`config.mk`:
```
export PLATFORM = sky130hd
export DESIGN_NAME = spi_slave_byte_flat
export DESIGN_NICKNAME = d
export VERILOG_FILES = /design/src/rtl/spi_pkg.sv /design/src/rtl/spi_slave_byte_if.sv /design/src/rtl/spi_sync_edge.sv /design/src/rtl/spi_slave_byte.sv /design/src/flat_wrapper.sv
export SDC_FILE = /design/constraint.sdc
export NUM_CORES = 1
export LEC_CHECK = 0
export ABC_AREA = 0
export BUFFER_PORTS_ARGS = -buffer_cell sky130_fd_sc_hd__buf_2
export CAP_MARGIN = 30
export CELL_PAD_IN_SITES_DETAIL_PLACEMENT = 1
export CELL_PAD_IN_SITES_GLOBAL_PLACEMENT = 1
export CORE_UTILIZATION = 44
export CTS_BUF_LIST = sky130_fd_sc_hd__clkbuf_4 sky130_fd_sc_hd__clkbuf_8
export DETAILED_ROUTE_END_ITERATION = 10
export GPL_ROUTABILITY_DRIVEN = 1
export HOLD_SLACK_MARGIN = 0.02
export PLACE_DENSITY = 0.9
export SYNTH_ARGS = -nofsm -noshare
export SYNTH_HDL_FRONTEND = slang
export SYNTH_SLANG_ARGS = --single-unit
```
`constraint.sdc`:
```
create_clock -name clk_i -period 1.8 [get_ports clk_i]
set_input_delay 0.27 -clock clk_i [delete_from_list [all_inputs] [get_ports clk_i]]
set_output_delay 0.27 -clock clk_i [all_outputs]
set_load 0.02 [all_outputs]
```
`src/rtl/spi_pkg.sv`:
```
// Shared constants, state encoding and helpers for the byte-wide SPI slave.
package spi_pkg;

  localparam int CP_CPOL = 1;
  localparam int CP_CPHA = 0;

  typedef logic [0:0] state_t;
  localparam state_t S_IDLE   = 1'b0;
  localparam state_t S_ACTIVE = 1'b1;

  // Shifted out on MISO when no byte was queued in time.
  localparam logic [7:0] SPI_TX_IDLE_FILL = 8'hFF;

  function automatic logic [7:0] bit_rev8(input logic [7:0] v);
    logic [7:0] r;
    for (int i = 0; i < 8; i++) r[i] = v[7-i];
    return r;
  endfunction

endpackage

```
`src/rtl/spi_slave_byte_if.sv`:
```
// Byte hand-off between the SPI slave and the peripheral register/FIFO logic.
// TX: a byte transfers on any clk_i edge where tx_valid_i && tx_ready_o; RX: rx_valid_o is a
// one-cycle pulse with no back-pressure, and rx_data_o holds until the next pulse.
interface spi_slave_byte_if;
  logic [7:0] tx_data_i;
  logic       tx_valid_i;
  logic       tx_ready_o;
  logic [7:0] rx_data_o;
  logic       rx_valid_o;

  modport slave  (input tx_data_i, tx_valid_i, output tx_ready_o, rx_data_o, rx_valid_o);
  modport master (output tx_data_i, tx_valid_i, input tx_ready_o, rx_data_o, rx_valid_o);
endinterface

```
`src/rtl/spi_sync_edge.sv`:
```
// Multi-flop input synchronizer followed by one edge-detect flop; rise/fall are single-cycle pulses.
module spi_sync_edge #(
  parameter int   STAGES  = 2,
  parameter logic RST_VAL = 1'b0
) (
  input  logic clk_i,
  input  logic rst_i,
  input  logic d,
  output logic level,
  output logic rise,
  output logic fall
);

  logic [STAGES-1:0] sync_q;
  logic              prev_q;

  always_ff @(posedge clk_i) begin
    if (rst_i) begin
      sync_q <= {STAGES{RST_VAL}};
      prev_q <= RST_VAL;
    end else begin
      sync_q <= {sync_q[STAGES-2:0], d};
      prev_q <= sync_q[STAGES-1];
    end
  end

  assign level = sync_q[STAGES-1];
  assign rise  = level & ~prev_q;
  assign fall  = ~level & prev_q;

endmodule

```
`src/rtl/spi_slave_byte.sv`:
```
// Byte-wide SPI slave transceiver, all CPOL/CPHA modes, MSB/LSB first, oversampled by clk_i.
// Optional SPI_SLAVE_ABORT_FLAG_EN adds abort_o, pulsed when a byte is cut short by SS or en_i.
module spi_slave_byte
  import spi_pkg::*;
#(
  parameter int SYNC_STAGES = 2
) (
  input  logic       clk_i,
  input  logic       rst_i,
  input  logic       en_i,
  input  logic [1:0] cp_mode_i,
  input  logic       msb_first_i,
  spi_slave_byte_if.slave host,
  output logic       tx_underrun_o,
  output logic       busy_o,
`ifdef SPI_SLAVE_ABORT_FLAG_EN
  output logic       abort_o,
`endif
  input  logic       spi_clk_i,
  input  logic       spi_ss_i,
  input  logic       spi_dq0_i,
  output logic       spi_dq1_o,
  output logic       spi_dq1_oe_o
);

  logic sclk_lvl, sclk_rise, sclk_fall;
  logic ss_lvl, ss_rise, ss_fall;
  logic mosi_lvl, mosi_rise, mosi_fall;

  spi_sync_edge #(.STAGES(SYNC_STAGES), .RST_VAL(1'b0)) u_sclk (
    .clk_i(clk_i), .rst_i(rst_i), .d(spi_clk_i),
    .level(sclk_lvl), .rise(sclk_rise), .fall(sclk_fall));

  spi_sync_edge #(.STAGES(SYNC_STAGES), .RST_VAL(1'b1)) u_ss (
    .clk_i(clk_i), .rst_i(rst_i), .d(spi_ss_i),
    .level(ss_lvl), .rise(ss_rise), .fall(ss_fall));

  spi_sync_edge #(.STAGES(SYNC_STAGES), .RST_VAL(1'b0)) u_mosi (
    .clk_i(clk_i), .rst_i(rst_i), .d(spi_dq0_i),
    .level(mosi_lvl), .rise(mosi_rise), .fall(mosi_fall));

  logic unused_sync;
  assign unused_sync = ^{sclk_lvl, ss_lvl, mosi_rise, mosi_fall};

  state_t     state;
  logic [7:0] hold_data;
  logic       hold_full;
  logic [6:0] tx_rest;
  logic [6:0] rx_shift;
  logic [2:0] bit_cnt;
  logic [7:0] rx_data_q;
  logic       rx_valid_q;

  logic       cpol, cpha;
  logic       lead_edge, trail_edge, sample_edge, drive_edge;
  logic       active, leave, start, run;
  logic       load_evt, shift_evt, samp_evt, tx_wr;
  logic [7:0] tx_load_val;
  logic [7:0] rx_next;

  assign cpol        = cp_mode_i[CP_CPOL];
  assign cpha        = cp_mode_i[CP_CPHA];
  assign lead_edge   = cpol ? sclk_fall : sclk_rise;
  assign trail_edge  = cpol ? sclk_rise : sclk_fall;
  assign sample_edge = cpha ? trail_edge : lead_edge;
  assign drive_edge  = cpha ? lead_edge  : trail_edge;

  assign active = (state == S_ACTIVE);
  assign leave  = active && (ss_rise || !en_i);
  assign start  = !active && en_i && ss_fall;
  assign run    = active && !leave;

  // A byte begins on SS fall (CPHA=0) or on a drive edge with no bits counted yet; the
  // latter covers both the CPHA=1 first leading edge and the CPHA=0 post-byte trailing edge.
  assign load_evt  = (start && !cpha) || (run && drive_edge && (bit_cnt == 3'd0));
  assign shift_evt = run && drive_edge && (bit_cnt != 3'd0);
  assign samp_evt  = run && sample_edge;
  assign tx_wr     = host.tx_valid_i && !hold_full;

  assign tx_load_val = !hold_full  ? SPI_TX_IDLE_FILL :
                       msb_first_i ? hold_data : bit_rev8(hold_data);
  assign rx_next     = {rx_shift, mosi_lvl};

  always_ff @(posedge clk_i) begin
    if (rst_i) begin
      state <= S_IDLE;
    end else if (start) begin
      state <= S_ACTIVE;
    end else if (leave) begin
      state <= S_IDLE;
    end
  end

  // Holding register: a same-cycle move only happens when full, a write only when empty.
  always_ff @(posedge clk_i) begin
    if (rst_i) begin
      hold_data <= 8'h00;
      hold_full <= 1'b0;
    end else begin
      if (load_evt && hold_full) hold_full <= 1'b0;
      if (tx_wr) begin
        hold_data <= host.tx_data_i;
        hold_full <= 1'b1;
      end
    end
  end

  always_ff @(posedge clk_i) begin
    if (rst_i) begin
      tx_rest       <= 7'd0;
      spi_dq1_o     <= 1'b0;
      tx_underrun_o <= 1'b0;
    end else begin
      tx_underrun_o <= 1'b0;
      if (load_evt) begin
        tx_rest       <= tx_load_val[6:0];
        spi_dq1_o     <= tx_load_val[7];
        tx_underrun_o <= !hold_full;
      end else if (shift_evt) begin
        tx_rest   <= {tx_rest[5:0], 1'b0};
        spi_dq1_o <= tx_rest[6];
      end
    end
  end

  always_ff @(posedge clk_i) begin
    if (rst_i) begin
      rx_shift   <= 7'd0;
      bit_cnt    <= 3'd0;
      rx_data_q  <= 8'h00;
      rx_valid_q <= 1'b0;
    end else begin
      rx_valid_q <= 1'b0;
      if (!run) begin
        rx_shift <= 7'd0;
        bit_cnt  <= 3'd0;
      end else if (samp_evt) begin
        rx_shift <= rx_next[6:0];
        bit_cnt  <= bit_cnt + 3'd1;
        if (bit_cnt == 3'd7) begin
          rx_data_q  <= msb_first_i ? rx_next : bit_rev8(rx_next);
          rx_valid_q <= 1'b1;
        end
      end
    end
  end

`ifdef SPI_SLAVE_ABORT_FLAG_EN
  always_ff @(posedge clk_i) begin
    if (rst_i) abort_o <= 1'b0;
    else       abort_o <= leave && (bit_cnt != 3'd0);
  end
`endif

  assign host.tx_ready_o = !hold_full;
  assign host.rx_data_o  = rx_data_q;
  assign host.rx_valid_o = rx_valid_q;
  assign busy_o          = active;
  assign spi_dq1_oe_o    = active && en_i;

endmodule
```
`src/flat_wrapper.sv`:
```
// flat-port wrapper written by rule: the top's interface ports become plain ports
module spi_slave_byte_flat import spi_pkg::*;
#(
  parameter int SYNC_STAGES = 2
)
  (clk_i, rst_i, en_i, cp_mode_i, msb_first_i, tx_underrun_o, busy_o, spi_clk_i, spi_ss_i, spi_dq0_i, spi_dq1_o, spi_dq1_oe_o, host_tx_data_i, host_tx_valid_i, host_tx_ready_o, host_rx_data_o, host_rx_valid_o);
  spi_slave_byte_if host_i ();
  input  logic clk_i;
  input  logic rst_i;
  input  logic en_i;
  input  logic [1:0] cp_mode_i;
  input  logic msb_first_i;
  output logic tx_underrun_o;
  output logic busy_o;
  input  logic spi_clk_i;
  input  logic spi_ss_i;
  input  logic spi_dq0_i;
  output logic spi_dq1_o;
  output logic spi_dq1_oe_o;
  input wire logic [$bits(host_i.tx_data_i)-1:0] host_tx_data_i;
  input wire logic [$bits(host_i.tx_valid_i)-1:0] host_tx_valid_i;
  output wire logic [$bits(host_i.tx_ready_o)-1:0] host_tx_ready_o;
  output wire logic [$bits(host_i.rx_data_o)-1:0] host_rx_data_o;
  output wire logic [$bits(host_i.rx_valid_o)-1:0] host_rx_valid_o;
  assign host_i.tx_data_i = host_tx_data_i;
  assign host_i.tx_valid_i = host_tx_valid_i;
  assign host_tx_ready_o = host_i.tx_ready_o;
  assign host_rx_data_o = host_i.rx_data_o;
  assign host_rx_valid_o = host_i.rx_valid_o;
  spi_slave_byte #(.SYNC_STAGES(SYNC_STAGES)) u_core (.clk_i(clk_i), .rst_i(rst_i), .en_i(en_i), .cp_mode_i(cp_mode_i), .msb_first_i(msb_first_i), .host(host_i), .tx_underrun_o(tx_underrun_o), .busy_o(busy_o), .spi_clk_i(spi_clk_i), .spi_ss_i(spi_ss_i), .spi_dq0_i(spi_dq0_i), .spi_dq1_o(spi_dq1_o), .spi_dq1_oe_o(spi_dq1_oe_o));
endmodule
```
==> reports/metrics.yaml, run 1 <==
power_and_ir_drop:
  p_switching_uw: 445
  p_leak_nw: 0.974
  p_sw_share_pct: 23.9
  internal_power_mw: 1.42
  finalPower_mw: 1.87
  pwr-share-seq_pct: 57.1
  vdd_drop_max_mv: 0.406
  comb_power_share_pct: 9.9
  p_clk_share_pct: 33.0
  power_density_nw_per_um2: 811
worst_setup_path:
  slowest_stage: "dfxtp_1"
  crit_cells: 4
  cp_common_cell: "and2_1"
  crit_chain: "and2_1 -> and2_1 -> nand2_1 -> nor3_1"
  required_ps: 2010
  cpPeakStageDelay_ps: 360
  cp-end-kind: "flip-flop"
  crit_arrival_ps: 1670
  critical_path_buf_inv_count: 0
  crit_family: "simple AND/OR/NAND/NOR gates"
  reg2regPathDepth: 4
  start_kind: "flip-flop"
  crit_path_max_fanout: 10
  setup.worst_path.class: "reg -> reg"
synth:
  synth_top_area_cell: "dfxtp_1"
  synth_cells: 214
  yosys_warnings: 0
  syn_nets: 235
  synth_cell_types: 31
  synthTopCellsByArea: "dfxtp_1 (46%), mux2i_1 (13%), nand2_1 (8.5%)"
  synth_edf_count: 0
  yosys.cell_count.top_type: "dfxtp_1"
  async_reset_ff_share_pct: 0
  avgSynthCellArea_um2: 9.30
  synthFlopType: "dfxtp_1"
  netlist_area_um2: 1990
  synth-seq-area-share_pct: 46.3
  synth_seq_cells: 46
  yosysTopAreaCellShare_pct: 46.3
  netlist_top_cells_count: "dfxtp_1 (46), nand2_1 (45), a21oi_1 (27)"
grt:
  grt_pass1_vias: 1573
  grt_usage_pct: 19.3
  grt_max_degree: 28
  grt_overflow: 0
  grt_pass1_wl_mm: 7.37
  antenna_found_initial: 0
routing:
  wl_per_cell_um: 14.6
  routed_wl_mm: 4.35
  via_count: 1602
  vias_per_cell: 5.38
  drc: 0
  postRouteAntennaNets: 0
  drtIter0Drc: 47
  drt-pass1-iter-count: 4
timing:
  post-route-period-util_pct: 81.3
  max_freq_mhz: 684
  layout_setup_ws_ps: 337
  skew_ps: 3.05
  max_slew_margin_pct: 70.0
  maxSlewViolCount: 0
  fin_crit_ps: 1460
  worstMarginPinSlew_ps: 449
  setup_viol: 0
  rsz0062_at_grt: "false"
  setup_tns_ps: 0
  hold_viol_final: 0
cells_and_area:
  layout-drive-gt1-share_pct: 22.0
  fillers: 515
  multiInputGateArea_um2: 997
  areaGrowthSynthToFinish_pct: 15.5
  finalNetCount: 267
  n_antenna_cell: 0
  final_cells: 298
  seq_area_um2: 921
flow_run:
  cap_violations: 0
clock_network:
  clk_latency_ps: 290
  postCtsSetupBuffers: 0
  cts-htree-levels: 2
  cts_buffer_depth: 2
  cts_hold_buf: 0
  ctsResizeCount: 0
  numCtsBuffers: 5
  clock_sinks: 46
  ctsRootBufferMaster: "clkbuf_8"
  path_clk_slew_ps: 80
  cts_tree: "built"
hold_path:
  min_path_type: "in -> reg"
  whs_path_depth: 2
floorplanning:
  initial_core_util_pct: 45.7
  core_area_um2: 4350
  dieArea_um2: 4790
  die_height_um: 69.2
  die_x_um: 69.2
  rows: 24
  top_level_ports: 32
placed_design:
  dpl.hpwl_mm: 3.19
  place_congestion: 0.752
  io_buffers: 31
  dp.cells: 291
  post-place-ws_ps: 180
run_status:
  status: "completed"
[cell families (layout without fill, tap and decap cells)]
logic type / after synthesis / count (layout) / share of synthesized area, %
buffers and inverters: 17 / 49 / 3.58
xor gates and xnor gates: 1 / 1 / 0.818
and+or+nand+nor: 73 / 73 / 17.1
adders and majority gates: 3 / 3 / 1.89
DFF: 46 / 46 / 46.3
muxes: 27 / 27 / 13.8
AOI/OAI and AO/OA: 47 / 47 / 16.5
[layer usage]
layer / track usage (%) / share of wire [%]
met1: 24.0 / 47
met5: 0 / 0
met2: 32.9 / 49
met3: 4.65 / 2.8
met4: 6.12 / 1.5
[layout by cell type, fill, tap and decap left out, drive strengths merged, types with 2 or more instances in the layout]
master,count
and3,2
ha,3
or2,4
mux2i,26
nand2b,3
clkbuf,7
nand2,45
buf,37
o2bb2ai,7
nor2b,7
a211oi,2
a21oi,27
nor2,3
a311oi,8
dfxtp,46
and2,2
inv,5
nor3,3
[path summary, 6_finish.rpt]
| path | from | end | slack (ps) |
|---|---|---|---|
| worst max register to register | u_core.busy_o | u_core.bit_cnt[0] | 340 |
| worst min register to register | u_core.u_ss.sync_q[0] | u_core.u_ss.sync_q[1] | 410 |
| worst max-delay path | u_core.busy_o | u_core.bit_cnt[0] | 340 |
| worst min-delay path | spi_ss_i | u_core.u_ss.sync_q[0] | 150 |
[metrics by stage]
step	util [%]	hold slack, ps	area (µm²)
floorplan	-	374	1990
global placement	50.9	394	2210
detailed placement	50.9	399	2210
CTS	52.8	149	2300
global route	52.8	155	2300
finish	52.8	155	2300
[area by class of cell]
cell class / count / share of cell area [%]
inverter: 5 / 0.817
timing repair buffer: 37 / 9.25
sequential: 46 / 40.1
tap: 52 / 2.83
clock buffer: 7 / 3.65
multi-input combinational: 151 / 43.4
[state kept, by name (all words and copies together) (netlist names), 2 cells and up]
name / count
u_core.u_mosi.sync_q: 2
u_core.u_ss.sync_q: 2
u_core.host.rx_data_o: 8
u_core.hold_data: 8
u_core.tx_rest: 7
u_core.rx_shift: 7
u_core.u_sclk.sync_q: 2
u_core.bit_cnt: 3
[power by group through the flow]
stage / Combinational [mW] / Sequential [mW] / Clock, mW
2_1_floorplan: 0.130 / 1.08 / 0
3_3_place_gp: 0.180 / 1.09 / 0
3_5_place_dp: 0.188 / 1.09 / 0
4_1_cts: 0.188 / 1.07 / 0.633
5_1_grt: 0.207 / 1.07 / 0.661
6_report: 0.185 / 1.07 / 0.615
(Power assumes the default switching activity.)
==> run 2: changes to the inputs <==
- CORE_UTILIZATION: 44 -> 40
- PLACE_DENSITY: 0.9 -> 0.87
- clock period: 1.8 -> 1.3 ns (I/O delays scaled with it)
==> reports/metrics.yaml, run 2 (synthesis results as in run 1) <==
routing:
  postRouteAntennaNets: 0
  wl_per_cell_um: 15.1
  drc: 0
  via_count: 1674
  vias_per_cell: 5.09
  drt-pass1-iter-count: 4
  drtIter0Drc: 51
  routed_wl_mm: 4.97
cells_and_area:
  fillers: 551
  n_antenna_cell: 0
  fin_util_pct: 55.4
  final_cells: 329
  layout-drive-gt1-share_pct: 37.4
  finalNetCount: 282
  areaGrowthSynthToFinish_pct: 32.5
  final_common_cell: "nand2_1"
  final_cell_mix: "nand2_1 (44), dfxtp_1 (38), buf_2 (31)"
  postLayoutCellArea_um2: 2640
worst_setup_path:
  slowest_stage: "dfxtp_4"
  cp-end-kind: "flip-flop"
  crit_path_max_fanout: 17
  crit_arrival_ps: 1580
  start_kind: "flip-flop"
  setup.worst_path.class: "reg -> reg"
  critical_path_buf_inv_count: 1
  required_ps: 1510
  cpPeakStageDelay_ps: 380
  crit_chain: "ha_4 -> ha_1 -> and3_4 -> buf_12 -> a311oi_1"
  crit_family: "flip-flops"
hold_path:
  min_path_type: "in -> reg"
clock_network:
  clock_sinks: 46
  ctsRootBufferMaster: "clkbuf_8"
  numCtsBuffers: 5
  clk_latency_ps: 300
  cts_tree: "built"
  cts-htree-levels: 2
  path_clk_slew_ps: 90
  cts_hold_buf: 0
  cts_buffer_depth: 2
run_status:
  status: "complete, but fails checks"
  violations: "setup timing"
timing:
  worstMarginPinSlew_ps: 375
  setup_tns_ps: -459
  maxSlewViolCount: 0
  max_freq_mhz: 732
  setup_viol: 15
  skew_ps: 6.00
  layout_setup_ws_ps: -65.8
  post-route-period-util_pct: 105
  hold_viol_final: 0
  rsz0062_at_grt: "true"
  fin_crit_ps: 1370
  max_slew_margin_pct: 74.9
floorplanning:
  dieArea_um2: 5260
  die_x_um: 72.5
  rows: 25
  initial_core_util_pct: 41.8
  die_height_um: 72.5
  top_level_ports: 32
  core_area_um2: 4750
placed_design:
  place_congestion: 0.826
  dpl_cell_area_um2: 2440
  dpl.hpwl_mm: 3.37
  io_buffers: 31
  dp.cells: 320
power_and_ir_drop:
  p_leak_nw: 1.08
  power_density_nw_per_um2: 1020
  vdd_drop_max_mv: 0.599
  finalPower_mw: 2.69
grt:
  grt_usage_pct: 21.1
  grt_overflow: 0
  grt_pass1_vias: 1794
  antenna_found_initial: 0
  grt_max_degree: 25
  grt_pass1_wl_mm: 8.40
flow_run:
  cap_violations: 0
[run 2: cell count changes in the layout (fill, tap and decap cells not counted), moves of 3 or more]
cell	previous run	this run
buf_12	1	4
dfxtp_2	0	4
buf_4	5	16
dfxtp_4	0	4
dfxtp_1	46	38
inv_1	5	2
[run 2: worst paths after layout]
kind                         start  depth (start not counted)                        to  slack, ps
max reg2reg      u_core.bit_cnt[0]                          5  u_core.host.rx_data_o[7]        -70
min reg2reg  u_core.u_ss.sync_q[0]                          1     u_core.u_ss.sync_q[1]        420
min                       spi_ss_i                          2     u_core.u_ss.sync_q[0]         70
max              u_core.bit_cnt[0]                          5  u_core.host.rx_data_o[7]        -70
[run 2: final cells by class]
| cell class | instances | area, µm² | share of cell area (%) |
|---|---|---|---|
| Clock buffer | 5 | 68.8 | 2.61 |
| Clock inverter | 3 | 21.3 | 0.807 |
| Inverter | 5 | 21.3 | 0.807 |
| Multi-Input combinational cell | 151 | 1130 | 43.0 |
| Sequential cell | 46 | 941 | 35.7 |
| Tap cell | 67 | 83.8 | 3.18 |
| Timing Repair Buffer | 52 | 367 | 13.9 |
[run 2: per-stage QoR]
| step | hold WS (ps) | setup WS (ps) |
|---|---|---|
| 6_report | 69.5 | -65.8 |
| 5_1_grt | 62.3 | -120 |
| 4_1_cts | 62.7 | -41.4 |
| 3_5_place_dp | 382 | -202 |
| 3_3_place_gp | 379 | -149 |
| 2_1_floorplan | 299 | -73.1 |
[run 2: power breakdown]
part           switching [mW]  total (mW)  internal (mW)
clock                   0.517       0.895          0.378
sequential             0.0283        1.47           1.44
combinational           0.178       0.326          0.149
[run 2: worst register-to-register path: cells and delay by family (launching register included)]
| family | cells | cell delay, ps |
|---|---|---|
| and+or+nand+nor | 1 | 150 |
| AOI/OAI and AO/OA | 1 | 280 |
| adders and majority gates | 2 | 320 |
| buffers and inverters | 1 | 140 |
| DFF | 1 | 380 |
[run 2: what timing repair did]
action,CTS,global route
buffers inserted,1,1
pin swaps,13,4
endpoints found under the setup margin,17,22
resized for setup,20,10
gates cloned,0,0
[run 2: metal layers]
| layer | wire [µm] | GRT usage [%] | part of all wire (%) |
|---|---|---|---|
| met1 | 2130 | 23.5 | 43 |
| met2 | 2610 | 38.4 | 53 |
| met3 | 132 | 4.72 | 2.7 |
| met4 | 94 | 8.71 | 1.9 |
| met5 | 0 | 0 | 0 |
==> run 3: changes to the inputs <==
- CORE_MARGIN: unset -> 4
==> reports/metrics.yaml, run 3 (synthesis results as in run 1) <==
clock_network:
  clock_sinks: 46
  path_clk_slew_ps: 90
  ctsRootBufferMaster: "clkbuf_8"
  cts_tree: "built"
  cts_buffer_depth: 2
  cts-htree-levels: 2
  clk_latency_ps: 310
  numCtsBuffers: 5
cells_and_area:
  fin_util_pct: 60.7
  areaGrowthSynthToFinish_pct: 46.0
  final_cell_mix: "nand2_1 (39), dfxtp_1 (38), buf_2 (31)"
  n_antenna_cell: 0
  final_cells: 333
  finalNetCount: 286
  layout-drive-gt1-share_pct: 46.6
  fillers: 516
  postLayoutCellArea_um2: 2900
  final_common_cell: "nand2_1"
floorplanning:
  die_x_um: 78.5
  dieArea_um2: 6170
  top_level_ports: 32
  rows: 25
  die_height_um: 78.5
  core_area_um2: 4790
  initial_core_util_pct: 41.6
placed_design:
  io_buffers: 31
  dpl_cell_area_um2: 2380
  dp.cells: 314
  place_congestion: 0.771
  dpl.hpwl_mm: 3.34
grt:
  grt_usage_pct: 17.2
  grt_pass1_wl_mm: 8.40
  grt_overflow: 0
  grt_pass1_vias: 1769
  grt_max_degree: 26
  antenna_found_initial: 0
timing:
  hold_viol_final: 0
  max_freq_mhz: 689
  setup_viol: 26
  skew_ps: 13.5
  fin_crit_ps: 1450
  max_slew_margin_pct: 72.6
  worstMarginPinSlew_ps: 409
  rsz0062_at_grt: "true"
  maxSlewViolCount: 0
  layout_setup_ws_ps: -152
  post-route-period-util_pct: 112
worst_setup_path:
  reg2reg_from: "u_core.busy_o"
  reg2regPathDepth: 5
  r2r_slack_ps: -150
  required_ps: 1500
  setup.worst_path.class: "reg -> reg"
  cp-end-kind: "flip-flop"
  crit_path_max_fanout: 4
  start_kind: "flip-flop"
  reg2reg_to: "u_core.tx_underrun_o"
  crit_arrival_ps: 1650
hold_path:
  whs_path_depth: 2
  min_path_type: "in -> reg"
  hold_end: "u_core.u_ss.sync_q[0]"
  min_from: "spi_ss_i"
routing:
  wl_per_cell_um: 19.1
  via_count: 1798
  drc: 0
  routed_wl_mm: 6.37
  drtIter0Drc: 89
  vias_per_cell: 5.40
  postRouteAntennaNets: 0
  drt-pass1-iter-count: 4
run_status:
  status: "complete, but fails checks"
  violations: "setup timing"
power_and_ir_drop:
  p_leak_nw: 1.20
  vdd_drop_max_mv: 0.835
  power_density_nw_per_um2: 970
flow_run:
  cap_violations: 0
==> run 3: cell count changes in the layout (fill, tap and decap cells not counted), moves of 4 or more <==
cell	previous run	this run
clkbuf_16	0	4
a21oi_1	25	15
a311oi_2	0	6
a21oi_2	2	10
nand2_1	44	39
a311oi_1	8	2
==> run 3: metal layers <==
metal	share of wire, %	vias up	track usage [%]
met5	0	-	0
met4	3.0	0	6.82
met3	3.5	13	4.59
met2	55	42	30.9
met1	38	893	19.1
li1	-	850	-
==> run 3: worst max-delay path by stage <==
stage	to	slack [ps]	startpoint	depth (start not counted)
global route	u_core.tx_underrun_o	-220	u_core.busy_o	5
detailed placement	u_core.host.rx_data_o[1]	-210	cp_mode_i[0]	6
floorplan	u_core.host.rx_data_o[0]	-70	u_core.bit_cnt[1]	6
CTS	u_core.host.rx_data_o[1]	-120	u_core.bit_cnt[0]	6
global placement	u_core.host.rx_data_o[3]	-150	cp_mode_i[0]	6
finish	u_core.tx_underrun_o	-150	u_core.busy_o	5
==> run 3: cell type report <==
| type | count | area, µm² | area share (%) |
|---|---|---|---|
| clock buffer | 7 | 96.3 | 3.32 |
| inverter | 5 | 18.8 | 0.646 |
| multi-input combinational | 151 | 1290 | 44.3 |
| timing repair buffer | 56 | 469 | 16.2 |
| tap | 67 | 83.8 | 2.89 |
| sequential | 46 | 941 | 32.4 |
| clock inverter | 1 | 8.76 | 0.302 |
==> run 3: worst max-delay path: stages, from the launching register on <==
cell,delay (ps)
dfxtp_4,360
and2_4,150
and2_4,190
buf_4,140
nand4b_1,150
a211oi_1,350
==> run 3: report_power, final <==
| part | switching, mW | internal, mW |
|---|---|---|
| sequential | 0.0312 | 1.44 |
| combinational | 0.197 | 0.161 |
| clock | 0.501 | 0.488 |
==> run 3: timing repair <==
action                                  CTS  global route
endpoints found under the setup margin   22            29
pin swaps                                 5            24
gates resized for setup                  14            48
buffers inserted                          1             5
hold buffers                              0             0
gates cloned                              0             5
==> run 3: through the flow <==
| step | setup TNS (ps) | power (mW) | setup slack [ps] | hold slack [ps] |
|---|---|---|---|---|
| floorplan | -617 | 1.69 | -73.1 | 299 |
| global placement | -2860 | 1.78 | -153 | 376 |
| detailed placement | -3700 | 1.79 | -207 | 382 |
| CTS | -1280 | 2.78 | -116 | 53.9 |
| global route | -3390 | 2.95 | -216 | 54.2 |
| finish | -1870 | 2.82 | -152 | 67.1 |
